### config.mk
export PLATFORM = sky130hd
export DESIGN_NAME = dac_spi_rx_flat
export DESIGN_NICKNAME = d
export VERILOG_FILES = /design/src/rtl/dac_spi_pkg.sv /design/src/rtl/dac_spi_rx_if.sv /design/src/rtl/dac_spi_rx_sig_sync_edge.sv /design/src/rtl/dac_spi_rx.sv /design/src/flat_wrapper.sv
export SDC_FILE = /design/constraint.sdc
export NUM_CORES = 1
export LEC_CHECK = 0
export BUFFER_PORTS_ARGS = -buffer_cell sky130_fd_sc_hd__buf_2
export CAP_MARGIN = 20
export CORE_ASPECT_RATIO = 0.5
export CORE_MARGIN = 2
export CORE_UTILIZATION = 55
export DETAILED_ROUTE_END_ITERATION = 8
export PLACE_DENSITY = 0.76
export RECOVER_POWER = 25
export SYNTH_ARGS = -nofsm -noshare
export SYNTH_HDL_FRONTEND = slang
export SYNTH_SLANG_ARGS = --single-unit
### constraint.sdc
create_clock -name clk_i -period 5.9 [get_ports clk_i]
set_clock_uncertainty 0.1 [all_clocks]
set_input_delay 0.295 -clock clk_i [delete_from_list [all_inputs] [get_ports clk_i]]
set_output_delay 0.295 -clock clk_i [all_outputs]
set_load 0.02 [all_outputs]
### src/rtl/dac_spi_pkg.sv
// ----------------------------------------------------------------------------
// dac_spi_pkg
//   Shared definitions for the 24-bit DAC SPI write frame. The frame layout is
//   {cmd[3:0], code[15:0], pad[3:0]} sent MSB first. The DAC SPI master and the
//   dac_spi_rx receiver both import this package, so the frame layout is
//   defined in one place only.
//
//   Contents:
//     FRAME_WIDTH / CODE_WIDTH / CMD_WIDTH / PAD_WIDTH  frame field widths
//     CNT_WIDTH         width of a bit counter that can hold FRAME_WIDTH
//     CMD_WRITE_UPDATE  command that writes and updates the DAC output
//     err_code_e        receiver error causes
//     rx_state_e        receiver FSM states
//     dac_frame_t       packed view of one frame
//     pack_frame()      builds a frame with zero padding
// ----------------------------------------------------------------------------
package dac_spi_pkg;

    localparam int FRAME_WIDTH = 24;
    localparam int CODE_WIDTH  = 16;
    localparam int CMD_WIDTH   = 4;
    localparam int PAD_WIDTH   = 4;
    localparam int CNT_WIDTH   = $clog2(FRAME_WIDTH + 1);

    localparam logic [CMD_WIDTH-1:0] CMD_WRITE_UPDATE = 4'b0011;

    typedef enum logic [1:0] {
        ERR_NONE  = 2'd0,
        ERR_SHORT = 2'd1,
        ERR_LONG  = 2'd2,
        ERR_PAD   = 2'd3
    } err_code_e;

    typedef enum logic [1:0] {
        WAIT_IDLE,
        IDLE,
        RECV,
        OVERRUN
    } rx_state_e;

    typedef struct packed {
        logic [CMD_WIDTH-1:0]  cmd;
        logic [CODE_WIDTH-1:0] code;
        logic [PAD_WIDTH-1:0]  pad;
    } dac_frame_t;

    function automatic dac_frame_t pack_frame(input logic [CMD_WIDTH-1:0]  cmd,
                                              input logic [CODE_WIDTH-1:0] code);
        dac_frame_t f;
        f.cmd  = cmd;
        f.code = code;
        f.pad  = '0;
        return f;
    endfunction

endpackage

### src/rtl/dac_spi_rx_if.sv
// ----------------------------------------------------------------------------
// dac_spi_rx_if
//   Bundles the SPI lines and the frame/status outputs of dac_spi_rx.
//
//   SPI side      : sync_i (active-low frame select), sclk_i, sdi_i (MSB first)
//   Frame outputs : frame_vld_o, frame_err_o, err_code_o, cmd_o, code_o
//   Status        : dac_code_o, busy_o, frame_cnt_o
//
//   Modports:
//     master - drives the SPI lines, observes the receiver outputs
//     slave  - the receiver itself
// ----------------------------------------------------------------------------
interface dac_spi_rx_if;

    logic                              sync_i;
    logic                              sclk_i;
    logic                              sdi_i;

    logic                              frame_vld_o;
    logic                              frame_err_o;
    dac_spi_pkg::err_code_e            err_code_o;
    logic [dac_spi_pkg::CMD_WIDTH-1:0]  cmd_o;
    logic [dac_spi_pkg::CODE_WIDTH-1:0] code_o;
    logic [dac_spi_pkg::CODE_WIDTH-1:0] dac_code_o;
    logic                              busy_o;
    logic [15:0]                       frame_cnt_o;

    modport master (
        output sync_i, sclk_i, sdi_i,
        input  frame_vld_o, frame_err_o, err_code_o, cmd_o, code_o,
               dac_code_o, busy_o, frame_cnt_o
    );

    modport slave (
        input  sync_i, sclk_i, sdi_i,
        output frame_vld_o, frame_err_o, err_code_o, cmd_o, code_o,
               dac_code_o, busy_o, frame_cnt_o
    );

endinterface

### src/rtl/dac_spi_rx_sig_sync_edge.sv
// ----------------------------------------------------------------------------
// sig_sync_edge
//   STAGES-deep flip-flop synchronizer followed by an edge detector.
//
//   Ports:
//     clk_i    oversampling clock
//     arst_ni  asynchronous active-low reset
//     sig_i    asynchronous input
//     level_o  synchronized level
//     rise_o   one-cycle pulse on a synchronized 0->1 transition
//     fall_o   one-cycle pulse on a synchronized 1->0 transition
//
//   All flops reset to 0. For the frame select this matters: a sync line that
//   is low at reset release reads as low, so the receiver stays in WAIT_IDLE
//   instead of mistaking the tail of an interrupted frame for a new one.
//   STAGES must be at least 2.
// ----------------------------------------------------------------------------
module sig_sync_edge #(
    parameter int STAGES = 2
) (
    input  logic clk_i,
    input  logic arst_ni,
    input  logic sig_i,
    output logic level_o,
    output logic rise_o,
    output logic fall_o
);

    logic [STAGES-1:0] sync_q;
    logic              prev_q;

    // NOTE: sequential state uses non-blocking assignments only, so every flop
    // samples the pre-edge value of its neighbour and the chain shifts by one.
    always_ff @(posedge clk_i or negedge arst_ni) begin
        if (!arst_ni) begin
            sync_q <= '0;
            prev_q <= 1'b0;
        end else begin
            sync_q <= {sync_q[STAGES-2:0], sig_i};
            prev_q <= sync_q[STAGES-1];
        end
    end

    assign level_o = sync_q[STAGES-1];
    assign rise_o  =  sync_q[STAGES-1] & ~prev_q;
    assign fall_o  = ~sync_q[STAGES-1] &  prev_q;

endmodule

### src/rtl/dac_spi_rx.sv
// ----------------------------------------------------------------------------
// dac_spi_rx
//   SPI slave receiver for 24-bit DAC write frames. sync/sclk/sdi are
//   oversampled on clk_i, deserialized, and each frame is validated when sync
//   returns high. A valid frame with CMD_WRITE_UPDATE loads the DAC code.
//
//   Ports:
//     clk_i    oversampling clock (sclk period >= 4 clk_i periods)
//     arst_ni  asynchronous active-low reset
//     bus      dac_spi_rx_if.slave:
//                sync_i, sclk_i, sdi_i          SPI inputs
//                frame_vld_o / frame_err_o      one-cycle result pulses
//                err_code_o                     error cause, valid with frame_err_o
//                cmd_o, code_o                  fields of the last valid frame
//                dac_code_o                     current DAC output code
//                busy_o                         frame in progress
//                frame_cnt_o                    saturating valid-frame count
//
//   Parameters:
//     SYNC_STAGES     synchronizer depth (>= 2)
//     DEFAULT_CODE    reset value of dac_code_o
//     SAMPLE_FALLING  1: sample sdi on sclk fall, 0: on sclk rise
// ----------------------------------------------------------------------------
module dac_spi_rx
    import dac_spi_pkg::*;
#(
    parameter int                    SYNC_STAGES    = 2,
    parameter logic [CODE_WIDTH-1:0] DEFAULT_CODE   = 16'h0000,
    parameter bit                    SAMPLE_FALLING = 1'b1
) (
    input  logic         clk_i,
    input  logic         arst_ni,
    dac_spi_rx_if.slave  bus
);

    // ------------------------------------------------------------------
    // Synchronizers: identical depth on all three lines keeps sdi aligned
    // with the sclk edge that samples it.
    // ------------------------------------------------------------------
    logic sync_lvl, sync_rise, sync_fall;
    logic sclk_lvl_unused, sclk_rise, sclk_fall;
    logic sdi_lvl, sdi_rise_unused, sdi_fall_unused;

    sig_sync_edge #(.STAGES(SYNC_STAGES)) u_sync_sync (
        .clk_i   (clk_i),
        .arst_ni (arst_ni),
        .sig_i   (bus.sync_i),
        .level_o (sync_lvl),
        .rise_o  (sync_rise),
        .fall_o  (sync_fall)
    );

    sig_sync_edge #(.STAGES(SYNC_STAGES)) u_sync_sclk (
        .clk_i   (clk_i),
        .arst_ni (arst_ni),
        .sig_i   (bus.sclk_i),
        .level_o (sclk_lvl_unused),
        .rise_o  (sclk_rise),
        .fall_o  (sclk_fall)
    );

    sig_sync_edge #(.STAGES(SYNC_STAGES)) u_sync_sdi (
        .clk_i   (clk_i),
        .arst_ni (arst_ni),
        .sig_i   (bus.sdi_i),
        .level_o (sdi_lvl),
        .rise_o  (sdi_rise_unused),
        .fall_o  (sdi_fall_unused)
    );

    logic sample_edge;
    assign sample_edge = SAMPLE_FALLING ? sclk_fall : sclk_rise;

    // ------------------------------------------------------------------
    // State
    // ------------------------------------------------------------------
    rx_state_e               state_q,     state_d;
    logic [CNT_WIDTH-1:0]    cnt_q,       cnt_d;
    logic [FRAME_WIDTH-1:0]  shreg_q,     shreg_d;
    logic                    vld_q,       vld_d;
    logic                    err_q,       err_d;
    err_code_e               err_code_q,  err_code_d;
    logic [CMD_WIDTH-1:0]    cmd_q,       cmd_d;
    logic [CODE_WIDTH-1:0]   code_q,      code_d;
    logic [CODE_WIDTH-1:0]   dac_code_q,  dac_code_d;
    logic [15:0]             frame_cnt_q, frame_cnt_d;

    dac_frame_t rx_frame;
    assign rx_frame = shreg_q;

    always_ff @(posedge clk_i or negedge arst_ni) begin
        if (!arst_ni) begin
            state_q     <= WAIT_IDLE;
            cnt_q       <= '0;
            shreg_q     <= '0;
            vld_q       <= 1'b0;
            err_q       <= 1'b0;
            err_code_q  <= ERR_NONE;
            cmd_q       <= '0;
            code_q      <= '0;
            dac_code_q  <= DEFAULT_CODE;
            frame_cnt_q <= '0;
        end else begin
            state_q     <= state_d;
            cnt_q       <= cnt_d;
            shreg_q     <= shreg_d;
            vld_q       <= vld_d;
            err_q       <= err_d;
            err_code_q  <= err_code_d;
            cmd_q       <= cmd_d;
            code_q      <= code_d;
            dac_code_q  <= dac_code_d;
            frame_cnt_q <= frame_cnt_d;
        end
    end

    // ------------------------------------------------------------------
    // Next-state and next-output logic
    // ------------------------------------------------------------------
    always_comb begin
        // NOTE: every signal gets a default before the case statement, so no
        // path leaves one unassigned and no latch is inferred.
        state_d     = state_q;
        cnt_d       = cnt_q;
        shreg_d     = shreg_q;
        vld_d       = 1'b0;
        err_d       = 1'b0;
        err_code_d  = err_code_q;
        cmd_d       = cmd_q;
        code_d      = code_q;
        dac_code_d  = dac_code_q;
        frame_cnt_d = frame_cnt_q;

        unique case (state_q)
            // Wait for sync high so a frame interrupted by reset is not
            // picked up halfway through.
            WAIT_IDLE: begin
                if (sync_lvl) begin
                    state_d = IDLE;
                end
            end

            // A sample edge coinciding with the sync fall is dropped simply
            // because this state never looks at it.
            IDLE: begin
                if (sync_fall) begin
                    shreg_d = '0;
                    cnt_d   = '0;
                    state_d = RECV;
                end
            end

            // Sync rise takes priority over a coincident sample edge.
            RECV: begin
                if (sync_rise) begin
                    state_d = IDLE;
                    if (cnt_q == '0) begin
                        // Select toggled without clocks: not a frame at all.
                    end else if (cnt_q != CNT_WIDTH'(FRAME_WIDTH)) begin
                        err_d      = 1'b1;
                        err_code_d = ERR_SHORT;
                    end else if (rx_frame.pad != '0) begin
                        err_d      = 1'b1;
                        err_code_d = ERR_PAD;
                    end else begin
                        vld_d  = 1'b1;
                        cmd_d  = rx_frame.cmd;
                        code_d = rx_frame.code;
                        if (frame_cnt_q != '1) begin
                            frame_cnt_d = frame_cnt_q + 16'd1;
                        end
                        if (rx_frame.cmd == CMD_WRITE_UPDATE) begin
                            dac_code_d = rx_frame.code;
                        end
                    end
                end else if (sample_edge) begin
                    if (cnt_q == CNT_WIDTH'(FRAME_WIDTH)) begin
                        state_d = OVERRUN;
                    end else begin
                        shreg_d = {shreg_q[FRAME_WIDTH-2:0], sdi_lvl};
                        cnt_d   = cnt_q + 1'b1;
                    end
                end
            end

            OVERRUN: begin
                if (sync_rise) begin
                    err_d      = 1'b1;
                    err_code_d = ERR_LONG;
                    state_d    = IDLE;
                end
            end

            default: state_d = WAIT_IDLE;
        endcase
    end

    // ------------------------------------------------------------------
    // Outputs
    // ------------------------------------------------------------------
    assign bus.frame_vld_o = vld_q;
    assign bus.frame_err_o = err_q;
    assign bus.err_code_o  = err_code_q;
    assign bus.cmd_o       = cmd_q;
    assign bus.code_o      = code_q;
    assign bus.dac_code_o  = dac_code_q;
    assign bus.frame_cnt_o = frame_cnt_q;
    assign bus.busy_o      = (state_q == RECV) || (state_q == OVERRUN);

endmodule

### src/flat_wrapper.sv
// flat-port wrapper written by rule: the top's interface ports become plain ports
module dac_spi_rx_flat import dac_spi_pkg::*;
#(
    parameter int                    SYNC_STAGES    = 2,
    parameter logic [CODE_WIDTH-1:0] DEFAULT_CODE   = 16'h0000,
    parameter bit                    SAMPLE_FALLING = 1'b1
)
  (clk_i, arst_ni, bus_sync_i, bus_sclk_i, bus_sdi_i, bus_frame_vld_o, bus_frame_err_o, bus_err_code_o, bus_cmd_o, bus_code_o, bus_dac_code_o, bus_busy_o, bus_frame_cnt_o);
  dac_spi_rx_if bus_i ();
  input  logic clk_i;
  input  logic arst_ni;
  input wire logic [$bits(bus_i.sync_i)-1:0] bus_sync_i;
  input wire logic [$bits(bus_i.sclk_i)-1:0] bus_sclk_i;
  input wire logic [$bits(bus_i.sdi_i)-1:0] bus_sdi_i;
  output wire logic [$bits(bus_i.frame_vld_o)-1:0] bus_frame_vld_o;
  output wire logic [$bits(bus_i.frame_err_o)-1:0] bus_frame_err_o;
  output wire logic [$bits(bus_i.err_code_o)-1:0] bus_err_code_o;
  output wire logic [$bits(bus_i.cmd_o)-1:0] bus_cmd_o;
  output wire logic [$bits(bus_i.code_o)-1:0] bus_code_o;
  output wire logic [$bits(bus_i.dac_code_o)-1:0] bus_dac_code_o;
  output wire logic [$bits(bus_i.busy_o)-1:0] bus_busy_o;
  output wire logic [$bits(bus_i.frame_cnt_o)-1:0] bus_frame_cnt_o;
  assign bus_i.sync_i = bus_sync_i;
  assign bus_i.sclk_i = bus_sclk_i;
  assign bus_i.sdi_i = bus_sdi_i;
  assign bus_frame_vld_o = bus_i.frame_vld_o;
  assign bus_frame_err_o = bus_i.frame_err_o;
  assign bus_err_code_o = bus_i.err_code_o;
  assign bus_cmd_o = bus_i.cmd_o;
  assign bus_code_o = bus_i.code_o;
  assign bus_dac_code_o = bus_i.dac_code_o;
  assign bus_busy_o = bus_i.busy_o;
  assign bus_frame_cnt_o = bus_i.frame_cnt_o;
  dac_spi_rx #(.SYNC_STAGES(SYNC_STAGES), .DEFAULT_CODE(DEFAULT_CODE), .SAMPLE_FALLING(SAMPLE_FALLING)) u_core (.clk_i(clk_i), .arst_ni(arst_ni), .bus(bus_i));
endmodule
; After elaboration in Yosys (flattened, before gate mapping)
; Cells that the tools add are included.
[word_totals]
input_bits = 5
reg_bits = 95
out_inout_bits = 57
wordCells = 90
[classes]
muxes = 34
n_reduce_logical = 12
n_addsub = 2
eq_ne = 18
n_bitwise = 9
[op_table]
columns = op, n
row1 = two-way mux 24 bit, 4
row2 = case mux 24 bit (2 select lines), 1
row3 = two-way mux 2 bit, 11
row4 = two-way mux 5 bit, 4
row5 = AND reduction 5 bit, 4
row6 = "adder 16 x 1 -> 16 bit, second input constant", 1
row7 = "inequality test 16 bit, second input constant", 1
row8 = AND reduction 6 bit, 2
row9 = two-way mux 1 bit, 10
row10 = case mux 5 bit (2 select lines), 1
row11 = "inequality test 3 x 1 -> 1 bit, second input constant", 3
row12 = "inequality test 2 x 1 -> 1 bit, second input constant", 4
row13 = "inequality test 2 bit, second input constant", 4
row14 = case mux 2 bit (4 select lines), 1
row15 = inverter 1 bit, 6
row16 = "adder 5 x 1 -> 5 bit, second input constant", 1
row17 = "== test 5 bit, second input constant", 1
row18 = logical NOT 5 bit, 1
row19 = "inequality test 5 bit, second input constant", 1
row20 = "== test 2 bit, second input constant", 2
row21 = "== test 4 x 2 -> 1 bit, second input constant", 1
row22 = case mux 2 bit (2 select lines), 1
row23 = nonzero test 2 bit, 2
row24 = nonzero test 4 bit, 1
row25 = other kinds (5), 7

; Depth between registers and ports, before layout
[logic_depth]
word_depth = 6
depth_mapped = 10
depth_no_buf = 7

; By module
; Synthesis repeated with hierarchy kept, for this count alone.
[hier_totals]
cells_unflattened = 353
hier_area_um2 = 4159.0
[by_module_without_submodules]
columns = module, n_inst, cells_each, area_each_um2
row1 = dac_spi_rx, 1, 338, 3888.7
row2 = sig_sync_edge, 3, 5, 90.1

; Worst setup path after synthesis
; OpenSTA, ideal clock, no wires.
[synth_path]
path_type = register to register
startpoint = register u_core.state_q[0]
endpoint = register u_core.dac_code_q[10] (netlist: u_core.bus.dac_code_o[10])
period_less_slack_ps = 2156
setup_ps = 125
slack_ps = 3744
stages_incl_launch_ff = 10
required_ps = 5675
arrival_time_ps = 1930
n_path_buf = 3
cell_sequence = dfrtp_1 -> inv_1 -> ha_1 -> clkbuf_1 -> inv_1 -> and4bb_1 -> buf_6 -> nand4_4 -> buf_6 -> mux2_4
[synth_via]
elab_chain_len = 2
[synth_rtl]
columns = element, line_no
row1 = start: declaration, dac_spi_rx.sv:77  ; rx_state_e state_q, state_d;
row2 = start signal: assignment, dac_spi_rx.sv:104  ; state_q <= state_d;
row3 = == test 2 bit, dac_spi_rx.sv:134  ; unique case (state_q)
row4 = AND reduction 6 bit (no source line), --
row5 = end signal: assignment, dac_spi_rx.sv:112  ; dac_code_q <= dac_code_d;
row6 = end: declaration, dac_spi_rx.sv:85  ; logic [CODE_WIDTH-1:0] dac_code_q, dac_code_d;
; No other way between the ends.
; A chain may end at the register's enable or synchronous reset.

; Worst setup path in the final report
[layout_path]
startpoint = register u_core.cnt_q[0]
endpoint = register u_core.dac_code_q[11] (netlist: u_core.bus.dac_code_o[11])
[layout_via]
elab_chain_len = 3
elab_cells_between_ends = 5
cone_classes = eq/ne: 1 / bitwise: 2 / reduce/logical: 2
[layout_rtl]
columns = element, line_no
row1 = start: declaration, dac_spi_rx.sv:78  ; logic [CNT_WIDTH-1:0] cnt_q, cnt_d;
row2 = start signal: assignment, dac_spi_rx.sv:105  ; cnt_q <= cnt_d;
row3 = inequality test 5 bit / logical NOT 5 bit (equally long branches), "dac_spi_rx.sv:159, dac_spi_rx.sv:157"
row4 = inverter 1 bit (no source line), --
row5 = AND reduction 6 bit (no source line) (*), --
; Mark *: on every way between the ends. The rest lies on a longest branch, timed or not.

==> metrics.md <==
| Metric | Value |
|---|---|
| Largest net degree at the start of global routing | `between 70 and 80` |
| Routed WL | `approximately 7200 microns` |
| Crit Path Class | `reg -> reg` |
| Post_cts resized | `0` |
| Synthesized area per cell | `13.6 sq um` |
| Compound-Gate Fraction of Synth Area | `0.0924` |
| Post-synthesis sequential area ratio | `0.606` |
| Final Max Tran Viols | `0` |
| Skew-Pair Late Insertion Delay | `340 ps` |
| Pre-antenna DRT Iters | `4` |
| Crit-path max cell delay | `~420 ps` |
| CP max stage cell | `mux2_4` |
| Total die area | `0.00787 sq mm` |
| FF-to-FF Start | `u_core.cnt_q[0]` |
| DPL Wire Length | `between 4000 and 5000 microns` |
| Setup TNS | `0 ps` |
| Worst endpoint required time | `6020 ps` |
| HP Class | `reg -> reg` |
| Synth Warn # | `0` |
| Synth Instances | `roughly 290` |
| Global routing usage on met3 | `0.0795` |
| Commonest non-fill, non-tap cell in the layout | `dfrtp_1` |
| Met1 Track Usage GR | `0.268` |
| Worst setup margin | `about 3200 ps` |
| CTS tree | `yes` |
| Initial antenna violation count | `0` |
| Worst hold slack | `255 ps` |
| Die width | `around 120 microns` |
| Crit end category | `register` |
| CP Max Fanout | `28` |
| DR WL/cell | `approximately 16 microns` |
| Switch share | `0.272` |
| Mapped Nets | `~300` |
| Cell Area, Placed | `roughly 0.0043 sq mm` |
| CP delay by family, top | `simple AND/OR/NAND/NOR gates` |
| Area occupied by multi-input gates | `0.00142 sq mm` |
| Crit path DAT | `2780 ps` |
| Sink Count | `95` |
| First DRT Iteration DRCs | `141` |
| Post-synthesis adder-cell area fraction | `0.0223` |
| Synthesized area | `between 0.003 and 0.004 sq mm` |
| Commonest non-fill, non-tap cells in the layout | `dfrtp_1, clkbuf_1, buf_2, mux2_2, a22o_1` |
| Global-route met2 utilization | `0.316` |
| DR DRC count | `0` |
| Synth async-reset ratio | `1.00` |
| Static Leak | `between 2 and 2.5 nW` |
| Initial Util | `0.577` |
| Via count | `2494` |
| Switching pwr | `379 uW` |
| Filler instances | `a little over 500` |
| Synth unique cells | `43` |
| Final Hold Viols | `0` |
| XOR/XNOR Fraction of Synth Area | `0.0290` |
| Gr usage total | `0.202` |
| Ports | `62` |
| Final ANT Viol Nets | `0` |
| Worst setup SP type | `register` |
| Worst Path Buf+Inv | `2` |
| Status | `finished clean` |
| Sequential share of power | `0.485` |
| Critical-path cell list | `inv_1 > ha_1 > and4b_1 > and4bb_1 > buf_4 > nand4_4 > mux2_4` |
| Int Power | `approximately 1.0 mW` |
| Nets | `approximately 370` |
| Final Instance Area | `0.00454 sq mm` |
| CP Launch Point | `u_core.cnt_q[0]` |
| Number of inserted diodes | `0` |
| Register Area | `approximately 0.0024 sq mm` |
| PwrDens | `approximately 310 mW/mm^2` |
| Hold Startpoint | `u_core.u_sync_sclk.sync_q[0]` |
| Vias in the first global route | `around 2500` |
| Clock Root Buffer | `clkbuf_16` |
| Peak supply drop | `0.174 mV` |
| Num CTS Buffers | `9` |
| Final min period | `between 2000 and 3000 ps` |
| CTS max path bufs | `2` |
| Die Ht | `between 60 and 70 microns` |
| Prevailing post-synth register cell | `dfrtp_1` |
| Final GP Congestion | `0.831` |
| Clock-pin slew on the worst setup and hold paths | `about 60 ps` |
| Most Used Layer, Global Route | `met2` |
| Post-synthesis mux area share | `0.126` |
| Layout cell share with drive strength beyond 1 | `0.252` |
| Post-synth EDFFs | `0` |
| H-tree depth | `3` |
| Highest clock rate | `between 300 and 400 MHz` |
| Syn-to-layout area delta | `15.7%` |
| Simple-gate area share of the yosys netlist | `0.0915` |
| # rows | `21` |
| Wire length of the first global-routing pass | `12200 microns` |
| Max_cap viols | `0` |
| Vias per inst | `between 5 and 6` |
| Core Area | `~0.0068 sq mm` |
| Comb pwr share | `0.140` |
| Clock Power Share | `0.375` |
| Grt ovf | `0` |
| Tightest Pin Transition | `roughly 1300 ps` |
| Synthesized flop and latch total | `between 90 and 100` |
| Setup violators final | `0` |
| Pre-CTS setup slack | `around 3300 ps` |
| I/O Buffers | `61` |
| Slew headroom | `0.132` |
| Final cycle utilization of the critical path | `0.450` |
| RSZ-0062 raised after global routing | `no` |
| Combinational family with the most area after synthesis | `multiplexers` |
-- logic make-up after synthesis --
| logic type | count (synthesis) |
|---|---|
| AOI/OAI and AO/OA | 46 |
| xor gates and xnor gates | 13 |
| adders and majority gates | 7 |
| buffers and inverters | 24 |
| DFF | 95 |
| muxes | 41 |
| and+or+nand+nor | 63 |
-- cell usage after synthesis, types with 3 or more instances --
library cell,count,share of area
nand2_1,15,0.014
mux2_4,10,0.038
mux2i_1,3,0.0077
clkbuf_1,5,0.0048
dfrtp_1,95,0.61
xor2_1,6,0.013
a41oi_1,3,0.0067
mux2_2,28,0.080
ha_1,7,0.022
buf_2,4,0.0051
nand3_1,8,0.010
nand4_1,4,0.0064
inv_1,10,0.0096
o21ai_0,3,0.0038
a31oi_1,3,0.0048
buf_6,4,0.011
a21oi_1,5,0.0064
xnor2_1,7,0.016
a22o_1,24,0.054
nor3_1,4,0.0051
nor2_1,14,0.013
-- power by group through the flow --
stage | logic [mW] | clock network [mW] | registers (mW)
after global placement | 0.184 | 0 | 0.686
after global routing | 0.217 | 0.562 | 0.677
final | 0.195 | 0.522 | 0.676
after floorplan | 0.139 | 0 | 0.689
after detailed placement | 0.194 | 0 | 0.688
after CTS | 0.196 | 0.536 | 0.675
-- worst paths after layout --
path | endpoint | slack (ps) | cells past startpoint
max | u_core.bus.dac_code_o[11] | 3240 | 7
min | u_core.u_sync_sclk.sync_q[1] | 250 | 0
max reg2reg | u_core.bus.dac_code_o[11] | 3240 | 7
min reg2reg | u_core.u_sync_sclk.sync_q[1] | 250 | 0
max in group asynchronous | u_core.bus.code_o[15] | 3520 | 3
min in group asynchronous | u_core.state_q[0] | 670 | 2
-- area by class of cell --
cell class	count	area share
tap	92	0.0253
timing repair buffer	68	0.0727
sequential	95	0.523
clock inverter	3	0.00468
inverter	10	0.00826
multi-input combinational	170	0.312
clock buffer	11	0.0534
-- layer usage --
layer | wire [microns] | part of all wire | vias up
met5 | 0 | 0 | -
li1 | - | - | 1163
met3 | 380 | 0.053 | 4
met1 | 3300 | 0.46 | 1268
met4 | 37 | 0.0052 | 0
met2 | 3450 | 0.48 | 59
-- through the flow --
stage                     power, mW  utilization  instances
final                          1.39        0.668        449
after CTS                      1.41        0.673        449
after global routing           1.46        0.668        449
after global placement        0.870        0.629        431
after detailed placement      0.881        0.629        431
after floorplan               0.828            -        289
-- flip-flops by register name, indices dropped and copies added, names as in the netlist --
signal and cells:
u_core.bus.cmd_o 4, u_core.u_sync_sclk.prev_q 1, u_core.state_q 2, u_core.bus.frame_cnt_o 16, u_core.bus.frame_vld_o 1, u_core.u_sync_sclk.sync_q 2
u_core.u_sync_sync.prev_q 1, u_core.bus.err_code_o 2, u_core.u_sync_sync.sync_q 2, u_core.bus.frame_err_o 1, u_core.bus.dac_code_o 16, u_core.bus.code_o 16
u_core.cnt_q 5, u_core.u_sync_sdi.sync_q 2, u_core.rx_frame 24
-- worst reg2reg max path, stage by stage (launching register included) --
cell      delay (ps)
dfrtp_1          410
inv_1             90
ha_1             190
and4b_1          350
and4bb_1         230
buf_4            340
nand4_4          400
mux2_4           430
-- timing repair --
| item | 4_1_cts | 5_1_grt |
|---|---|---|
| buffers inserted | 0 | 0 |
| hold buffers | 4 | 0 |
| endpoints found under the hold margin | 27 | 0 |
Note: power is estimated with default switching activity, not from simulation.
